===== src/rtl/dyn_phase_shift_pkg.sv =====
// Shared types, default parameters and modular-count helpers for the
// dynamic phase-shift clock generator.
package dyn_phase_shift_pkg;

    localparam int DEF_CHANNELS     = 4;
    localparam int DEF_CNT_WIDTH    = 8;
    localparam int DEF_PSDONE_DELAY = 12;
    localparam int DEF_LOCK_DELAY   = 64;

    typedef enum logic {
        PS_IDLE = 1'b0,
        PS_BUSY = 1'b1
    } ps_state_e;

    // Channel-select width; a single channel still gets a one-bit select.
    function automatic int sel_width(input int n);
        if (n <= 1) begin
            return 1;
        end else begin
            return $clog2(n);
        end
    endfunction

    // Step forward within 0..d-1, wrapping at d-1.
    function automatic logic [31:0] mod_inc(input logic [31:0] v, input logic [31:0] d);
        return (v == d - 32'd1) ? 32'd0 : v + 32'd1;
    endfunction

    // Step backward within 0..d-1, wrapping at 0.
    function automatic logic [31:0] mod_dec(input logic [31:0] v, input logic [31:0] d);
        return (v == 32'd0) ? d - 32'd1 : v - 32'd1;
    endfunction

endpackage


===== src/rtl/dyn_phase_shift_channel.sv =====
// One output clock: free-running mod-D tick counter, dynamic offset register
// and the phase/duty compare feeding a registered output.
module phase_shift_channel
    import dyn_phase_shift_pkg::*;
#(
    parameter int CNT_WIDTH = DEF_CNT_WIDTH
) (
    input  logic                 clk_i,
    input  logic                 rst_i,
    input  logic                 pwrdwn_i,
    input  logic                 restart_i,
    input  logic                 inc_i,
    input  logic                 dec_i,
    input  logic [CNT_WIDTH-1:0] divide_i,
    input  logic [CNT_WIDTH-1:0] high_i,
    input  logic [CNT_WIDTH-1:0] phase_i,
    output logic                 clk_o
);

    logic [CNT_WIDTH-1:0] cnt_q;
    logic [CNT_WIDTH-1:0] cnt_d;
    logic [CNT_WIDTH-1:0] off_q;
    logic [CNT_WIDTH-1:0] off_d;
    logic                 clk_q;

    logic [CNT_WIDTH-1:0] div_s;
    logic [CNT_WIDTH-1:0] dm1_s;
    logic [CNT_WIDTH-1:0] ph_s;
    logic [CNT_WIDTH:0]   sum_s;
    logic [CNT_WIDTH:0]   wrap_s;
    logic [CNT_WIDTH-1:0] eff_s;
    logic [CNT_WIDTH-1:0] pos_s;
    logic                 high_s;

    assign div_s = (divide_i < CNT_WIDTH'(2)) ? CNT_WIDTH'(2) : divide_i;
    assign dm1_s = div_s - CNT_WIDTH'(1);
    assign ph_s  = (phase_i > dm1_s) ? dm1_s : phase_i;

    // Static phase plus offset, folded back into one period; both terms are < D.
    assign sum_s  = {1'b0, ph_s} + {1'b0, off_q};
    assign wrap_s = (sum_s >= {1'b0, div_s}) ? (sum_s - {1'b0, div_s}) : sum_s;
    assign eff_s  = wrap_s[CNT_WIDTH-1:0];

    // The low-side branch may overflow intermediately; the true result is < D so it wraps back.
    assign pos_s  = (cnt_q >= eff_s) ? (cnt_q - eff_s) : (cnt_q + div_s - eff_s);
    assign high_s = (pos_s < high_i);

    assign cnt_d = CNT_WIDTH'(mod_inc(32'(cnt_q), 32'(div_s)));

    // Next offset from the one-cycle inc/dec strobes.
    always_comb begin
        off_d = off_q;
        if (inc_i) begin
            off_d = CNT_WIDTH'(mod_inc(32'(off_q), 32'(div_s)));
        end else if (dec_i) begin
            off_d = CNT_WIDTH'(mod_dec(32'(off_q), 32'(div_s)));
        end else begin
            off_d = off_q;
        end
    end

    // Counter, offset and output register; a divide change restarts the channel cleanly.
    always_ff @(posedge clk_i or posedge rst_i) begin
        if (rst_i) begin
            cnt_q <= {CNT_WIDTH{1'b0}};
            off_q <= {CNT_WIDTH{1'b0}};
            clk_q <= 1'b0;
        end else if (restart_i) begin
            cnt_q <= {CNT_WIDTH{1'b0}};
            off_q <= {CNT_WIDTH{1'b0}};
            clk_q <= 1'b0;
        end else if (pwrdwn_i) begin
            cnt_q <= {CNT_WIDTH{1'b0}};
            clk_q <= 1'b0;
        end else begin
            cnt_q <= cnt_d;
            off_q <= off_d;
            clk_q <= high_s;
        end
    end

    assign clk_o = clk_q;

endmodule


===== src/rtl/dyn_phase_shift.sv =====
// Multi-channel phase-shift / duty-cycle generator with an en/incdec/done
// dynamic phase handshake and a shared config-stability lock.
module dyn_phase_shift
    import dyn_phase_shift_pkg::*;
#(
    parameter  int CHANNELS     = DEF_CHANNELS,
    parameter  int CNT_WIDTH    = DEF_CNT_WIDTH,
    parameter  int PSDONE_DELAY = DEF_PSDONE_DELAY,
    parameter  int LOCK_DELAY   = DEF_LOCK_DELAY,
    localparam int SEL_W        = sel_width(CHANNELS),
    localparam int CFG_W        = CHANNELS * CNT_WIDTH
) (
    input  logic                clk,
    input  logic                RST,
    input  logic                PWRDWN,
    input  logic [CFG_W-1:0]    divide,
    input  logic [CFG_W-1:0]    high_cnt,
    input  logic [CFG_W-1:0]    phase_cnt,
    input  logic                ps_en,
    input  logic                ps_incdec,
    input  logic [SEL_W-1:0]    ps_sel,
    output logic                ps_done,
    output logic [CHANNELS-1:0] clk_out,
    output logic                lock
);

    localparam int DLY_W = $clog2(PSDONE_DELAY);
    localparam int LCK_W = $clog2(LOCK_DELAY + 1);

    ps_state_e          ps_state_q;
    logic [DLY_W-1:0]   dly_q;
    logic               ps_done_q;
    logic               accept_s;

    logic [CFG_W-1:0]   div_sh_q;
    logic [CFG_W-1:0]   high_sh_q;
    logic [CFG_W-1:0]   phase_sh_q;
    logic               sh_vld_q;
    logic               cfg_chg_s;
    logic [CHANNELS-1:0] div_chg_s;

    logic [LCK_W-1:0]   lock_cnt_q;
    logic [LCK_W-1:0]   lock_cnt_d;
    logic               lock_q;

    assign accept_s = (ps_state_q == PS_IDLE) && ps_en && !PWRDWN;

    // Handshake FSM: accept in IDLE, count down, pulse done while returning to IDLE.
    always_ff @(posedge clk or posedge RST) begin
        if (RST) begin
            ps_state_q <= PS_IDLE;
            dly_q      <= {DLY_W{1'b0}};
            ps_done_q  <= 1'b0;
        end else if (PWRDWN) begin
            ps_state_q <= PS_IDLE;
            dly_q      <= {DLY_W{1'b0}};
            ps_done_q  <= 1'b0;
        end else begin
            case (ps_state_q)
                PS_IDLE: begin
                    ps_done_q <= 1'b0;
                    if (ps_en) begin
                        ps_state_q <= PS_BUSY;
                        dly_q      <= DLY_W'(PSDONE_DELAY - 1);
                    end else begin
                        ps_state_q <= PS_IDLE;
                    end
                end
                PS_BUSY: begin
                    if (dly_q == {DLY_W{1'b0}}) begin
                        ps_state_q <= PS_IDLE;
                        ps_done_q  <= 1'b1;
                    end else begin
                        dly_q     <= dly_q - DLY_W'(1);
                        ps_done_q <= 1'b0;
                    end
                end
                default: begin
                    ps_state_q <= PS_IDLE;
                    dly_q      <= {DLY_W{1'b0}};
                    ps_done_q  <= 1'b0;
                end
            endcase
        end
    end

    // Shadow copy of the configuration; the first edge after reset only loads it.
    always_ff @(posedge clk or posedge RST) begin
        if (RST) begin
            div_sh_q   <= {CFG_W{1'b0}};
            high_sh_q  <= {CFG_W{1'b0}};
            phase_sh_q <= {CFG_W{1'b0}};
            sh_vld_q   <= 1'b0;
        end else begin
            div_sh_q   <= divide;
            high_sh_q  <= high_cnt;
            phase_sh_q <= phase_cnt;
            sh_vld_q   <= 1'b1;
        end
    end

    assign cfg_chg_s = sh_vld_q && ((divide != div_sh_q) || (high_cnt != high_sh_q) ||
                                    (phase_cnt != phase_sh_q));

    assign lock_cnt_d = (lock_cnt_q == LCK_W'(LOCK_DELAY)) ? lock_cnt_q : lock_cnt_q + LCK_W'(1);

    // Lock counter: any config change or power-down restarts the stability window.
    always_ff @(posedge clk or posedge RST) begin
        if (RST) begin
            lock_cnt_q <= {LCK_W{1'b0}};
            lock_q     <= 1'b0;
        end else if (PWRDWN || cfg_chg_s) begin
            lock_cnt_q <= {LCK_W{1'b0}};
            lock_q     <= 1'b0;
        end else begin
            lock_cnt_q <= lock_cnt_d;
            lock_q     <= (lock_cnt_d == LCK_W'(LOCK_DELAY));
        end
    end

    for (genvar g = 0; g < CHANNELS; g++) begin : g_ch
        logic hit_s;

        assign div_chg_s[g] = sh_vld_q &&
            (divide[g*CNT_WIDTH +: CNT_WIDTH] != div_sh_q[g*CNT_WIDTH +: CNT_WIDTH]);
        // Out-of-range selects match no channel, so the request only produces ps_done.
        assign hit_s = accept_s && (ps_sel == SEL_W'(g));

        phase_shift_channel #(
            .CNT_WIDTH (CNT_WIDTH)
        ) u_ch (
            .clk_i     (clk),
            .rst_i     (RST),
            .pwrdwn_i  (PWRDWN),
            .restart_i (div_chg_s[g]),
            .inc_i     (hit_s && ps_incdec),
            .dec_i     (hit_s && !ps_incdec),
            .divide_i  (divide[g*CNT_WIDTH +: CNT_WIDTH]),
            .high_i    (high_cnt[g*CNT_WIDTH +: CNT_WIDTH]),
            .phase_i   (phase_cnt[g*CNT_WIDTH +: CNT_WIDTH]),
            .clk_o     (clk_out[g])
        );
    end

    assign ps_done = ps_done_q;
    assign lock    = lock_q;

endmodule


===== config.mk =====
export PLATFORM = sky130hd
export DESIGN_NAME = dyn_phase_shift
export DESIGN_NICKNAME = d
export VERILOG_FILES = /design/src/rtl/dyn_phase_shift_pkg.sv /design/src/rtl/dyn_phase_shift_channel.sv /design/src/rtl/dyn_phase_shift.sv
export SDC_FILE = /design/constraint.sdc
export NUM_CORES = 1
export LEC_CHECK = 0
export ABC_AREA = 1
export BUFFER_PORTS_ARGS = -buffer_cell sky130_fd_sc_hd__buf_4
export CORE_MARGIN = 1
export CORE_UTILIZATION = 58
export DETAILED_ROUTE_END_ITERATION = 8
export GPL_TIMING_DRIVEN = 0
export PLACE_DENSITY = 0.82
export SLEW_MARGIN = 20
export SYNTH_ARGS = -nofsm -noshare
export SYNTH_HDL_FRONTEND = slang
export SYNTH_HIERARCHICAL = 1
export SYNTH_SLANG_ARGS = --single-unit

===== constraint.sdc =====
create_clock -name clk -period 5 [get_ports clk]
set_input_delay 0.5 -clock clk [delete_from_list [all_inputs] [get_ports clk]]
set_output_delay 0.5 -clock clk [all_outputs]
set_load 0.005 [all_outputs]

==> impl_results.md <==
* Setup TNS after final layout at -9130 ps
* Number of nets in the synthesized netlist at 3,262
* Fin. Hold Viols at 0
* RR Endpoint: g_ch[2].u_ch/clk_o
* Share of Yosys cell area claimed by the top area cell type at roughly 22%
* Number of remaining DRC errors at 0
* Maximum number of pins on one net before global-route repair at 66
* Critical path buffer and inverter count at 9
* Vias per Instance at 5.75
* Overall die height at between 150 and 200 um
* Number of buffers inserted by port buffering at roughly 110
* Element type at the critical path end: flip-flop
* Starting DRC count in detailed routing at about 2,000
* Number of CTS-inserted buffers at 17
* Max-slew violations at 0
* Transition time of the tightest slew-check pin at ~820 ps
* Arrival time worst endpoint at 7750 ps
* Yosys reg bits at about 180
* Fill cell total of the finished layout at approximately 2,400
* Post-route clock period utilization at 147%
* Violated checks: setup timing
* EDFF count, synth at 0
* Type of origin of the critical path: input pin
* Number of max-cap violations at 0
* Starting density of the core at between 50% and 60%
* Critical path's largest stage delay at roughly 480 ps
* Setup repair after global routing missed its margin: true
* Ratio of cells with drive above 1 in the final layout at 25.2%
* Design internal power at around 0.0045 W
* Type of the worst setup path: in2reg
* Most frequently used flop master after synthesis: dfrtp_1
* Library cells used by synthesis at just over 60
* Max H-tree Level at 4
* Total clock sinks at ~180
* Global route total overflow at 0
* Detailed-route via count at ~21,000
* Core utilization of the finished layout at around 77%
* Power per standard cell area at about 320 nW/um2
* Dominant delay contributor by cell family on the critical path: adder cells
* Area added between synthesis and finish at 29.1%
* Core Rows at 67
* Skew-Pair Late Insertion Delay at approximately 460 ps
* Fin Clk Skew at about 13 ps
* Maximum buffer depth of the clock tree at 2
* Reg2Reg Depth at 30
* Switching Power at 0.00364 W
* Detailed-router iteration count before antenna repair at 8
* Seq pwr share at between 10% and 20%
* Internal reg-to-reg setup slack at -560 ps
* Die ar. at 35,300 um2
* Largest cells by area after synthesis: dfrtp_1 (22%), nand2_1 (14%), ha_1 (13%), inv_1 (8.6%), xor2_1 (6.5%)
* Fmax at between 100 and 150 MHz
* Cell with the largest stage delay on the worst path: fa_1
* Mean routed wirelength per cell at around 18 um
* Headroom to the max-slew limit at a little under half
* Class of the tightest hold or removal check: in2async
* Clock tree from TritonCTS: yes
* Leading area contributor after synthesis: dfrtp_1
* Global-route total usage across every layer at between 30% and 40%
* Result of the run: finished, violations left
* Synth async-reset ratio at 100%
* Part of the total power dissipated in combinational logic at about 64%
* Wire length of the first global-routing pass at 99,900 um
* CTS root buffer: clkbuf_16
* Number of warnings reported in the yosys synthesis log at 6
* # nets final at around 3,600
* Vias in the first global route at slightly above 20,000
* Final critical delay including setup and external delays at approximately 7400 ps
* Post-detailed-placement half-perimeter wirelength at 44,300 um
* Maximum fanout along the worst path at 8
* Average instance area after synthesis at just under 7 um2
* Initial antenna violation count at 3
* Horizontal extent of the die at between 150 and 200 um
* Total core area at 33,800 um2
* Total leakage power at around 13 nW
* Final ANT Viol Nets at 0
* Clock-pin slew reported for the worst setup and hold paths after clock tree synthesis at about 80 ps
* WL final at between 60,000 and 70,000 um
* Final setup violation count at 4
* GP Congestion at just under 1
* Post-Synthesis Cells at a little under 3,000
* Final setup margin at -2360 ps
* # IOs at approximately 110
* Area of the mapped netlist at approximately 20,000 um2
* Crit path required time at ~5400 ps
* Startpoint of the worst-slack reg-to-reg timing path: g_ch[2].u_ch/off_q[1]
* Seq/Total Area, Yosys at between 20 and 25%
* Clock power frac at ~17%
* Logic depth of the worst setup path including buffers at 51
* Fraction of power spent switching nets at about 45%
* Maximum vdd drop at 0.287 mV
[timing repair]
item                       in CTS  in global routing
setup endpoints to repair       4                  4
setup buffers                 127                 60
hold buffers                    0                  0
gates resized for setup       248                135
gates cloned                    6                  0
pin swaps                     170                171
[worst max path at each step]
| stage | from | end | slack, ps |
|---|---|---|---|
| after floorplan | divide[18] | g_ch[2].u_ch/clk_o | -2260 |
| after global placement | divide[21] | g_ch[2].u_ch/clk_o | -3200 |
| after detailed placement | divide[28] | g_ch[3].u_ch/clk_o | -3430 |
| after CTS | divide[13] | g_ch[1].u_ch/clk_o | -2090 |
| after global routing | divide[27] | g_ch[3].u_ch/clk_o | -2640 |
| final | divide[27] | g_ch[3].u_ch/clk_o | -2360 |
[routing by layer]
| layer | GRT usage (%) | vias to the layer above | part of all wire (%) |
|---|---|---|---|
| li1 | - | 9902 | - |
| met1 | 42.6 | 9874 | 39 |
| met2 | 59.7 | 1091 | 48 |
| met3 | 6.51 | 316 | 8.1 |
| met4 | 15.5 | 2 | 5.1 |
| met5 | 0 | - | 0.022 |
[cell usage after synthesis (3+ instances only)]
library cell / count
ha_1: 216
dfrtp_1: 179
nand3_4: 3
o311ai_0: 6
a21o_1: 4
o31ai_1: 4
xnor2_1: 48
buf_4: 5
nand3_1: 170
mux2i_1: 3
xor2_1: 148
nor2_2: 38
o21ai_1: 26
nor3_2: 3
o22ai_1: 4
buf_2: 14
nand4_2: 3
o211ai_1: 23
or2_2: 6
nor2_1: 247
nand3b_1: 8
o21ai_0: 131
a21oi_1: 153
inv_2: 14
buf_6: 3
nand4_1: 35
clkbuf_8: 3
a211oi_1: 4
nand3_2: 16
nor2_4: 5
a31oi_1: 7
nand2_1: 725
nand2_4: 10
a21boi_0: 6
inv_1: 459
nor3_1: 37
o221ai_1: 3
nand2_2: 40
fa_1: 40
nor4_1: 3
clkbuf_1: 24
[metrics by stage]
stage	total power [W]	setup WS (ps)	hold slack, ps	cells	instance area, um2
detailed placement	0.00545	-3430	535	3460	22100
global route	0.00869	-2640	148	3685	25900
finish	0.00816	-2360	117	3685	25900
floorplan	0.00450	-2260	426	2903	20700
CTS	0.00749	-2090	130	3623	24800
global placement	0.00527	-3200	508	3459	22100
[sequential cells by signal, indices dropped and copies added, names as in the netlist, 4 cells and up]
signal / cells
div_sh_q: 32
g_ch.u_ch/cnt_q: 32
g_ch.u_ch/off_q: 32
high_sh_q: 32
phase_sh_q: 32
lock_cnt_q: 7
dly_q: 4
g_ch.u_ch/clk_o: 4
[power groups by stage]
stage,combinational [W],clock [W],sequential [W]
6_report,0.00518,0.00142,0.00156
5_1_grt,0.00563,0.00149,0.00157
4_1_cts,0.00450,0.00144,0.00156
3_5_place_dp,0.00387,0,0.00159
3_3_place_gp,0.00368,0,0.00158
2_1_floorplan,0.00292,0,0.00158
[kinds of logic after synthesis]
| family | after synthesis | share of synthesized area, % |
|---|---|---|
| buffers and inverters | 526 | 10.4 |
| DFF | 179 | 22.4 |
| other | 1 | 0.0187 |
| and+or+nand+nor | 1358 | 30.4 |
| AOI/OAI and AO/OA | 381 | 10.5 |
| muxes | 5 | 0.262 |
| adders and majority gates | 256 | 17.5 |
| xor gates and xnor gates | 197 | 8.65 |
[cells in the final DEF (no fill, tap or decap), types with 14 or more instances in the layout]
cell       count
a21oi_1      129
a21oi_2       21
buf_12        14
buf_4        270
buf_6         20
clkbuf_1      20
clkbuf_16     17
dfrtp_1      179
fa_1          30
ha_1         154
ha_4          53
inv_1        426
inv_2         33
nand2_1      660
nand2_2       76
nand2_4       39
nand3_1      155
nand3_2       24
nand4_1       35
nor2_1       239
nor2_2        34
nor2_4        17
nor3_1        32
o211ai_1      23
o21ai_0       78
o21ai_1       25
o21ai_2       30
o21ai_4       27
xnor2_1       43
xor2_1       145
[final cells by class]
| cell class | count | area [um2] | area share (%) |
|---|---|---|---|
| multi-input combinational | 2198 | 15500 | 59.9 |
| sequential | 179 | 4480 | 17.3 |
| clock buffer | 17 | 425 | 1.64 |
| tap | 448 | 561 | 2.17 |
| clock inverter | 15 | 161 | 0.624 |
| timing repair buffer | 302 | 2560 | 9.91 |
| buffer | 50 | 363 | 1.40 |
| inverter | 474 | 1820 | 7.03 |
| antenna | 2 | 5.00 | 0.0193 |
No activity file was read; power rests on OpenSTA's default activity.
